<file path="config.mk">
export PLATFORM = sky130hd
export DESIGN_NAME = enc_con_sequencer_flat
export DESIGN_NICKNAME = d
export VERILOG_FILES = /design/src/rtl/enc_con_sequencer_pkg.sv /design/src/rtl/enc_con_sequencer_if.sv /design/src/rtl/enc_con_sequencer_tag_pipe.sv /design/src/rtl/enc_con_sequencer.sv /design/src/flat_wrapper.sv
export SDC_FILE = /design/constraint.sdc
export NUM_CORES = 1
export LEC_CHECK = 0
export ABC_AREA = 1
export CORE_MARGIN = 2
export CORE_UTILIZATION = 36
export CTS_BUF_LIST = sky130_fd_sc_hd__clkbuf_4 sky130_fd_sc_hd__clkbuf_8
export DETAILED_ROUTE_END_ITERATION = 8
export MAX_ROUTING_LAYER = met4
export PLACE_DENSITY = 0.55
export REMOVE_ABC_BUFFERS = 1
export SLEW_MARGIN = 10
export SYNTH_ARGS = -nofsm -noshare
export SYNTH_HDL_FRONTEND = slang
export SYNTH_HIERARCHICAL = 1
export SYNTH_SLANG_ARGS = --single-unit
</file>
<file path="constraint.sdc">
create_clock -name clk -period 2.1 [get_ports clk]
set_input_delay 0.42 -clock clk [delete_from_list [all_inputs] [get_ports clk]]
set_output_delay 0.42 -clock clk [all_outputs]
set_load 0.02 [all_outputs]
</file>
<file path="src/rtl/enc_con_sequencer_pkg.sv">
// Shared encoder definitions for the RS encoder datapath.
// Holds the code geometry (symbols per beat, codeword and message length),
// the beat counts derived from it, the phase enum and the per-beat tag
// that travels alongside the datapath.
package enc_con_sequencer_pkg;

    localparam int ENC_SYM         = 4;
    localparam int ENC_N           = 256;
    localparam int ENC_K           = 240;
    localparam int ENC_MES_BUF_DEP = 16;

    localparam int ENC_MES_BEATS = ENC_K / ENC_SYM;
    localparam int ENC_PAR_BEATS = (ENC_N - ENC_K) / ENC_SYM;
    localparam int ENC_LAT       = ENC_MES_BUF_DEP / ENC_SYM;

    typedef enum logic {
        ENC_PH_MES = 1'b0,
        ENC_PH_PAR = 1'b1
    } enc_phase_e;

    typedef struct packed {
        logic valid;
        logic sop;
        logic eop;
        logic par;
    } enc_tag_t;

    // Beat counter width; never narrower than one bit so a one-beat phase
    // still has a legal register.
    function automatic int enc_cnt_width(input int mes_beats, input int par_beats);
        int max_beats;
        max_beats = (mes_beats > par_beats) ? mes_beats : par_beats;
        return (max_beats > 1) ? $clog2(max_beats) : 1;
    endfunction

endpackage

</file>
<file path="src/rtl/enc_con_sequencer_if.sv">
// Handshake and control bundle around the codeword sequencer.
//   gen_valid / gen_ready : message beats from the input generator
//   out_ready             : downstream sink backpressure
//   con_stall/phase/first : datapath control (buffer, LFSR, output reg)
//   out_valid/sop/eop/par : tags aligned with the datapath output beat
// master = sequencer side, slave = generator/datapath/sink side.
interface enc_con_sequencer_if;

    logic gen_valid;
    logic gen_ready;
    logic out_ready;
    logic con_stall;
    logic con_phase;
    logic con_first;
    logic out_valid;
    logic out_sop;
    logic out_eop;
    logic out_par;

    modport master (
        input  gen_valid,
        input  out_ready,
        output gen_ready,
        output con_stall,
        output con_phase,
        output con_first,
        output out_valid,
        output out_sop,
        output out_eop,
        output out_par
    );

    modport slave (
        output gen_valid,
        output out_ready,
        input  gen_ready,
        input  con_stall,
        input  con_phase,
        input  con_first,
        input  out_valid,
        input  out_sop,
        input  out_eop,
        input  out_par
    );

endinterface

</file>
<file path="src/rtl/enc_con_sequencer_tag_pipe.sv">
// Tag delay line matching the encoder datapath latency.
// DEPTH stages of enc_tag_t that shift only when en is high, so the tag
// leaving the last stage belongs to the datapath beat leaving the output
// register. All stages clear to zero on reset.
// Ports: clk, rst_n, en (shift enable), tag_in (stage 0 load),
//        tag_out (last stage).
module enc_con_sequencer_tag_pipe
    import enc_con_sequencer_pkg::*;
#(
    parameter int DEPTH = 4
) (
    input  logic     clk,
    input  logic     rst_n,
    input  logic     en,
    input  enc_tag_t tag_in,
    output enc_tag_t tag_out
);

    enc_tag_t stage_q [DEPTH];

    always_ff @(posedge clk or negedge rst_n) begin
        if (!rst_n) begin
            for (int i = 0; i < DEPTH; i++) begin
                stage_q[i] <= '0;
            end
        end else if (en) begin
            stage_q[0] <= tag_in;
            for (int i = 1; i < DEPTH; i++) begin
                stage_q[i] <= stage_q[i-1];
            end
        end
    end

    assign tag_out = stage_q[DEPTH-1];

endmodule

</file>
<file path="src/rtl/enc_con_sequencer.sv">
// Codeword sequencer for the RS encoder datapath.
// Accepts ENC_MES_BEATS message beats per codeword from the generator,
// then runs ENC_PAR_BEATS parity beats with the generator held off, and
// tags the output stream with sop/eop/par delayed by ENC_LAT advancing
// beats. con_stall freezes the whole datapath whenever the sink holds the
// output or the generator pauses mid-codeword.
// Ports: clk, rst_n (async, active low), bus (enc_con_sequencer_if.master).
//
// state      | meaning
// -----------+--------------------------------------------------------
// ENC_PH_MES | accepting message beats; cnt = index of next message beat
// ENC_PH_PAR | emitting parity beats;   cnt = index of next parity beat
module enc_con_sequencer
    import enc_con_sequencer_pkg::*;
#(
    parameter int ENC_MES_BEATS = enc_con_sequencer_pkg::ENC_MES_BEATS,
    parameter int ENC_PAR_BEATS = enc_con_sequencer_pkg::ENC_PAR_BEATS,
    parameter int ENC_LAT       = enc_con_sequencer_pkg::ENC_LAT
) (
    input logic                 clk,
    input logic                 rst_n,
    enc_con_sequencer_if.master bus
);

    localparam int CNT_W = enc_cnt_width(ENC_MES_BEATS, ENC_PAR_BEATS);
    localparam logic [CNT_W-1:0] MES_LAST = CNT_W'(ENC_MES_BEATS - 1);
    localparam logic [CNT_W-1:0] PAR_LAST = CNT_W'(ENC_PAR_BEATS - 1);

    enc_phase_e       phase_q, phase_d;
    logic [CNT_W-1:0] cnt_q, cnt_d;

    logic     hold;
    logic     cnt_zero;
    logic     gen_ready;
    logic     real_beat;
    logic     advance;
    logic     accept;
    logic     first;
    enc_tag_t tag_in;
    enc_tag_t tag_out;

    // The sink holding a valid output beat freezes everything upstream.
    assign hold     = tag_out.valid && !bus.out_ready;
    assign cnt_zero = (cnt_q == '0);

    always_ff @(posedge clk or negedge rst_n) begin
        if (!rst_n) begin
            phase_q <= ENC_PH_MES;
            cnt_q   <= '0;
        end else begin
            phase_q <= phase_d;
            cnt_q   <= cnt_d;
        end
    end

    always_comb begin
        phase_d   = phase_q;
        cnt_d     = cnt_q;
        gen_ready = 1'b0;
        real_beat = 1'b0;
        advance   = 1'b0;
        unique case (phase_q)
            ENC_PH_MES: begin
                gen_ready = !hold;
                real_beat = bus.gen_valid;
                // At a codeword boundary an empty generator still advances,
                // pushing a bubble so the previous codeword drains out.
                // Mid-codeword an empty generator stalls the datapath.
                advance   = !hold && (bus.gen_valid || cnt_zero);
                if (advance && real_beat) begin
                    if (cnt_q == MES_LAST) begin
                        phase_d = ENC_PH_PAR;
                        cnt_d   = '0;
                    end else begin
                        cnt_d = cnt_q + CNT_W'(1);
                    end
                end
            end
            ENC_PH_PAR: begin
                real_beat = 1'b1;
                advance   = !hold;
                if (advance) begin
                    if (cnt_q == PAR_LAST) begin
                        phase_d = ENC_PH_MES;
                        cnt_d   = '0;
                    end else begin
                        cnt_d = cnt_q + CNT_W'(1);
                    end
                end
            end
        endcase
    end

    assign accept = bus.gen_valid && gen_ready;
    assign first  = (phase_q == ENC_PH_MES) && cnt_zero && accept;

    always_comb begin
        tag_in       = '0;
        tag_in.valid = real_beat;
        tag_in.sop   = first;
        tag_in.eop   = (phase_q == ENC_PH_PAR) && (cnt_q == PAR_LAST);
        tag_in.par   = (phase_q == ENC_PH_PAR);
    end

    enc_con_sequencer_tag_pipe #(
        .DEPTH (ENC_LAT)
    ) u_tag_pipe (
        .clk     (clk),
        .rst_n   (rst_n),
        .en      (advance),
        .tag_in  (tag_in),
        .tag_out (tag_out)
    );

    assign bus.gen_ready = gen_ready;
    assign bus.con_stall = !advance;
    assign bus.con_phase = (phase_q == ENC_PH_PAR);
    assign bus.con_first = first;
    assign bus.out_valid = tag_out.valid;
    assign bus.out_sop   = tag_out.sop;
    assign bus.out_eop   = tag_out.eop;
    assign bus.out_par   = tag_out.par;

endmodule

</file>
<file path="src/flat_wrapper.sv">
// flat-port wrapper written by rule: the top's interface ports become plain ports
module enc_con_sequencer_flat import enc_con_sequencer_pkg::*;
#(
    parameter int ENC_MES_BEATS = enc_con_sequencer_pkg::ENC_MES_BEATS,
    parameter int ENC_PAR_BEATS = enc_con_sequencer_pkg::ENC_PAR_BEATS,
    parameter int ENC_LAT       = enc_con_sequencer_pkg::ENC_LAT
)
  (clk, rst_n, bus_gen_valid, bus_out_ready, bus_gen_ready, bus_con_stall, bus_con_phase, bus_con_first, bus_out_valid, bus_out_sop, bus_out_eop, bus_out_par);
  enc_con_sequencer_if bus_i ();
  input logic clk;
  input logic rst_n;
  input wire logic [$bits(bus_i.gen_valid)-1:0] bus_gen_valid;
  input wire logic [$bits(bus_i.out_ready)-1:0] bus_out_ready;
  output wire logic [$bits(bus_i.gen_ready)-1:0] bus_gen_ready;
  output wire logic [$bits(bus_i.con_stall)-1:0] bus_con_stall;
  output wire logic [$bits(bus_i.con_phase)-1:0] bus_con_phase;
  output wire logic [$bits(bus_i.con_first)-1:0] bus_con_first;
  output wire logic [$bits(bus_i.out_valid)-1:0] bus_out_valid;
  output wire logic [$bits(bus_i.out_sop)-1:0] bus_out_sop;
  output wire logic [$bits(bus_i.out_eop)-1:0] bus_out_eop;
  output wire logic [$bits(bus_i.out_par)-1:0] bus_out_par;
  assign bus_i.gen_valid = bus_gen_valid;
  assign bus_i.out_ready = bus_out_ready;
  assign bus_gen_ready = bus_i.gen_ready;
  assign bus_con_stall = bus_i.con_stall;
  assign bus_con_phase = bus_i.con_phase;
  assign bus_con_first = bus_i.con_first;
  assign bus_out_valid = bus_i.out_valid;
  assign bus_out_sop = bus_i.out_sop;
  assign bus_out_eop = bus_i.out_eop;
  assign bus_out_par = bus_i.out_par;
  enc_con_sequencer #(.ENC_MES_BEATS(ENC_MES_BEATS), .ENC_PAR_BEATS(ENC_PAR_BEATS), .ENC_LAT(ENC_LAT)) u_core (.clk(clk), .rst_n(rst_n), .bus(bus_i));
endmodule
</file>
==> impl_metrics.tcl <==
set metrics [dict create \
    drive_above_1_share_pct 28.8 \
    vias 959 \
    clk_latency_ns 0.32 \
    grt_overflow 0 \
    io_pins 12 \
    worstMarginPinSlew_ns 0.291 \
    gp_congestion 0.851 \
    startpoint_type "input port" \
    ys_types 22 \
    ys_seq_elements 23 \
    dieArea_mm2 0.00386 \
    hold_path_class "input port to asynchronous set/reset pin" \
    min_period_ns 1.94 \
    grt_use_total_pct 13.5 \
    maxSlewHeadroom_pct 80.6 \
    firstDrtPassIters 3 \
    n_antenna_cell 0 \
    grt_max_degree 24 \
    leakage_uw 0.000790 \
    cts_hold_buf 0 \
    wl_per_cell_um 9.84 \
    synthTopCellsByArea "dfrtp_1 (47%), nand2_1 (19%), nand2_2 (5.7%)" \
    worst-path-max-fanout 3 \
    fmax_ghz 0.515 \
    clockBufferDepth 2 \
    numPortBuffers 11 \
    area_growth_pct 20.5 \
    num-fill-cells 346 \
    root_buffer "clkbuf_4" \
    synth_top_family_by_area "simple AND/OR/NAND/NOR gates" \
    max-vdd-ir-drop_mv 0.540 \
    finalHoldViolations 0 \
    yosys.area_share.simple_pct 36.5 \
    rows 21 \
    grt_pass1_wl_um 4000 \
    die_y_um 62.2 \
    muxShareOfSynthArea_pct 0 \
    cap_violations 0 \
    cp.arrival_ns 1.52 \
    synth_xor_area_share_pct 0 \
    ant_nets 0 \
    synth-adder-area-share_pct 2.06 \
    htree_levels 1 \
    start_util_pct 37.1 \
    cp.required_ns 1.68 \
    dp_slack_ns -0.299 \
    dpl_cell_area_mm2 0.00144 \
    grt_pass1_vias 937 \
    wirelength_um 2190 \
    postLayoutSetupSlackWorst_ns 0.158 \
    syn_area_per_cell_um2 8.06 \
    whs_ns 0.437 \
    final_common_cell "nand2_1" \
    final_cell_area_mm2 0.00147 \
    synth_compound_area_share_pct 3.19 \
    finalSetupViolCount 0 \
    clock-sinks 23 \
    ys_warn_count 6 \
    yosys.area.top_type_share_pct 47.3 \
    slew_viol_final 0 \
    die_w_um 62.2 \
    syn_inst 151 \
    rsz0062_at_grt "false" \
    run_status "finished clean" \
    numCtsBuffers 3 \
    powerDensity_mw_per_mm2 1270 \
    drtIter0Drc 38 \
    min_period_over_period_pct 92.5 \
    yosys.area.top_type "dfrtp_1" \
    final_cell_mix "nand2_1 (61), dfrtp_1 (23), buf_4 (19)" \
    crit_type "input port to primary output" \
    drc 0 \
    viasPerCell 4.30 \
    core_mm2 0.00328 \
    end_kind "primary output" \
    path_clk_slew_ns 0.13 \
    cts_tree "yes" \
    ys_seq_area_share_pct 47.3 \
    grt_antenna_before_repair 0 \
    final.setup_skew_ns 0.00194 \
    dp.final_hpwl_um 1620 \
    synth_area_mm2 0.00122 \
    final_util_pct 44.6 \
    finalNetCount 184 \
]
[cells in the mapped netlist, drive strengths merged]
cell type	n
o21ai	5
inv	13
nand3	9
a21oi	2
dfrtp	23
nand2	73
ha	2
nand4	2
nor2	14
buf	8
[power by group]
part | switching, µW | leakage [µW] | internal (µW) | total (µW)
Sequential | 104 | 0.000302 | 583 | 686
Combinational | 546 | 0.000470 | 416 | 962
Clock | 141 | 0.0000177 | 71.5 | 212
[worst paths after layout]
| path | startpoint | end | slack [ns] | cells past startpoint |
|---|---|---|---|---|
| worst max register to register | u_core/cnt_q[0] | u_core/u_tag_pipe/tag_out[3] | 0.54 | 8 |
| worst max-delay path | bus_out_ready | bus_con_first | 0.16 | 8 |
| max in group asynchronous | rst_n | u_core/u_tag_pipe/tag_out[3] | 1.44 | 2 |
| worst min-delay path | rst_n | u_core/u_tag_pipe/stage_q[5] | 0.44 | 2 |
| worst min register to register | u_core/u_tag_pipe/tag_out[0] | u_core/u_tag_pipe/tag_out[0] | 0.49 | 2 |
| min in group clk | u_core/u_tag_pipe/tag_out[0] | u_core/u_tag_pipe/tag_out[0] | 0.49 | 2 |
[layout make-up]
type / instances / area [µm²] / share of cell area [%]
inverters: 13 / 56.3 / 3.84
flip-flops and latches: 23 / 576 / 39.2
multi-input cells: 107 / 512 / 34.9
clock inverters: 1 / 5.00 / 0.341
clock buffers: 3 / 22.5 / 1.54
repair buffers: 30 / 238 / 16.2
well taps: 46 / 57.6 / 3.92
[logic make-up after synthesis]
logic type	Yosys count
and+or+nand+nor	98
DFF	23
buffers and inverters	21
AOI/OAI and AO/OA	7
adders and majority gates	2
[stage by stage]
| step | std cells | total power [µW] | setup TNS [ns] |
|---|---|---|---|
| finish | 223 | 1860 | 0 |
| global route | 223 | 2020 | 0 |
| CTS | 221 | 1870 | 0 |
| detailed placement | 217 | 1660 | -0.739 |
| global placement | 217 | 1640 | -0.720 |
| floorplan | 143 | 1250 | -0.0522 |
[critical path, cell delays in order]
cell	delay, ns
clkdlybuf4s50_1	0.45
inv_1	0.04
nand2_1	0.09
inv_2	0.05
nor2_1	0.12
nand2_1	0.06
nor2_1	0.11
buf_2	0.18
[metal layers]
layer  routed length [µm]  vias to the layer above  track usage, %
met5                    0                        -               -
met4                   55                        0            6.67
met3                   67                        5            2.17
met2                  952                       12            21.5
met1                 1120                      433            16.8
li1                     -                      509               -
[flip-flops by register name, summed over array words and instances (netlist names)]
name	cells
u_core/bus.con_phase	1
u_core/cnt_q	6
u_core/u_tag_pipe/stage_q	12
u_core/u_tag_pipe/tag_out	4
[repair_timing]
| action | 4_1_cts | 5_1_grt |
|---|---|---|
| pin swaps | 0 | 1 |
| resized for setup | 6 | 5 |
| endpoints found under the setup margin | 3 | 3 |
| buffers inserted | 0 | 2 |
Power figures use the tool's default switching activity.
==> RTL edit (same flow settings) <==
Change the package constant `ENC_N` from 256 to 128.
--- a/src/rtl/enc_con_sequencer_pkg.sv
+++ b/src/rtl/enc_con_sequencer_pkg.sv
@@ -5,7 +5,7 @@
 package enc_con_sequencer_pkg;
 
     localparam int ENC_SYM         = 4;
-    localparam int ENC_N           = 256;
+    localparam int ENC_N           = 128;
     localparam int ENC_K           = 240;
     localparam int ENC_MES_BUF_DEP = 16;
 
Formal check against the unedited RTL: no difference found for any inputs over 10 cycles, from zero or initial values and one cycle with rst_n low; that may be too few to reach the edited logic, so the function may still have changed.
==> RTL edit against the unedited design <==
Power decreased by 8.9%. Worst setup slack lost 0.0087 ns. Core utilization fell by 0.17 points. Synthesized cell count down 2.6%. Sequential cell count stayed put. Final area is 5.9% lower. Routed wire length fell by 6.9%. Synthesized area is 2.8% lower. Non-clock buffer count is 8 lower. Critical path type unchanged. Largest power group unchanged. Highest routed layer unchanged.
==> RTL edit: results <==
run_status:
  status: "finished, final reports clean"
routing:
  wl_per_cell_um: 9.73
  routed-wl-met2_um: 967
  drtIter0Drc: 27
  firstDrtPassIters: 6
  wl_met1_um: 998
  routed-wl-met3_um: 50
  vias: 911
finish:
  signal_buffers: 22
  clk_share_pct: 1.99
  drive_gt1_share_pct: 22.9
  multi_input_area_share_pct: 34.0
  nonClkBufAreaFrac_pct: 13.1
  fin_cells: 210
  multi_input_gates: 100
  nFlopsAndLatches: 23
  finalNetCount: 173
  n_antenna_cell: 0
  nonClockInverterCount: 17
  fill_cells: 350
place:
  dp.cells: 204
  gpl.final_weighted_congestion: 0.862
  hpwl_mm: 1.53
  place_area_um2: 1340
timing:
  relSlewSlack_pct: 80.8
  holdWs_ns: 0.454
  finClkSkew_ns: 0.00293
worst_setup_path:
  rr_worst_depth: 8
  rr_startpoint: "u_core/cnt_q[0]$_DFFE_PN0P_"
  r2r_setup_slack_ns: 0.51
  startpoint: "bus_out_ready"
logic_synthesis:
  ys_seq_area_share_pct: 48.6
  synthCells: 147
  yosys-top-cells-count: "nand2_1, dfrtp_1, inv_1"
  synth_area_leaders: "dfrtp_1, nand2_1, nand2_2, inv_1, nand3_1"
  synthDistinctLibCells: 19
grt:
  use_met1_pct: 14.9
  grt_pass1_vias: 893
  grt_pass1_wl_mm: 3.59
  grtUsageMet3_pct: 2.52
  grtUsageMet2_pct: 22.9
  grt_usage_pct: 13.1
power_and_ir_drop:
  p_leak_nw: 0.765
  peakVddDrop_mv: 0.565
cts:
  clock_latency_ns: 0.30
[RTL edit: cell count changes after synthesis, moves of 2 or more]
| cell | before | now |
|---|---|---|
| nand3_1 | 8 | 6 |
| o21ai_0 | 1 | 4 |
| nor2_1 | 10 | 8 |
| o21ai_1 | 4 | 2 |
| inv_2 | 5 | 1 |
| inv_1 | 7 | 14 |
| nor2_4 | 2 | 0 |
[RTL edit: power by group]
group          total, W  leakage [nW]  internal, W  switching, W
Sequential     0.000698         0.293     0.000590      0.000108
Combinational  0.000794         0.454     0.000321      0.000473
Clock          0.000203        0.0177    0.0000709      0.000132
[RTL edit: what timing repair did]
action / CTS / global route
resized for setup: 7 / 6
gates cloned: 0 / 0
hold buffers: 0 / 0
setup buffers: 2 / 0
pin swaps: 1 / 0
endpoints found under the setup margin: 3 / 3
[RTL edit: logic make-up (layout without fill, tap and decap cells)]
family | Yosys count | in the layout | share of synthesized area, %
compound gates | 7 | 7 | 3.28
simple gates | 91 | 91 | 33.7
buf+inv | 24 | 43 | 12.3
flops | 23 | 23 | 48.6
fa+ha+maj | 2 | 2 | 2.11
[RTL edit: metrics by stage]
| step | power [W] | util (%) | TNS (ns) | worst slack, ns |
|---|---|---|---|---|
| 2_1_floorplan | 0.00119 | - | -0.155 | -0.155 |
| 3_3_place_gp | 0.00147 | 43.3 | -0.621 | -0.274 |
| 3_5_place_dp | 0.00149 | 43.3 | -0.695 | -0.296 |
| 4_1_cts | 0.00172 | 44.8 | 0 | 0.0185 |
| 5_1_grt | 0.00185 | 44.5 | 0 | 0.00725 |
| 6_report | 0.00169 | 44.5 | 0 | 0.149 |
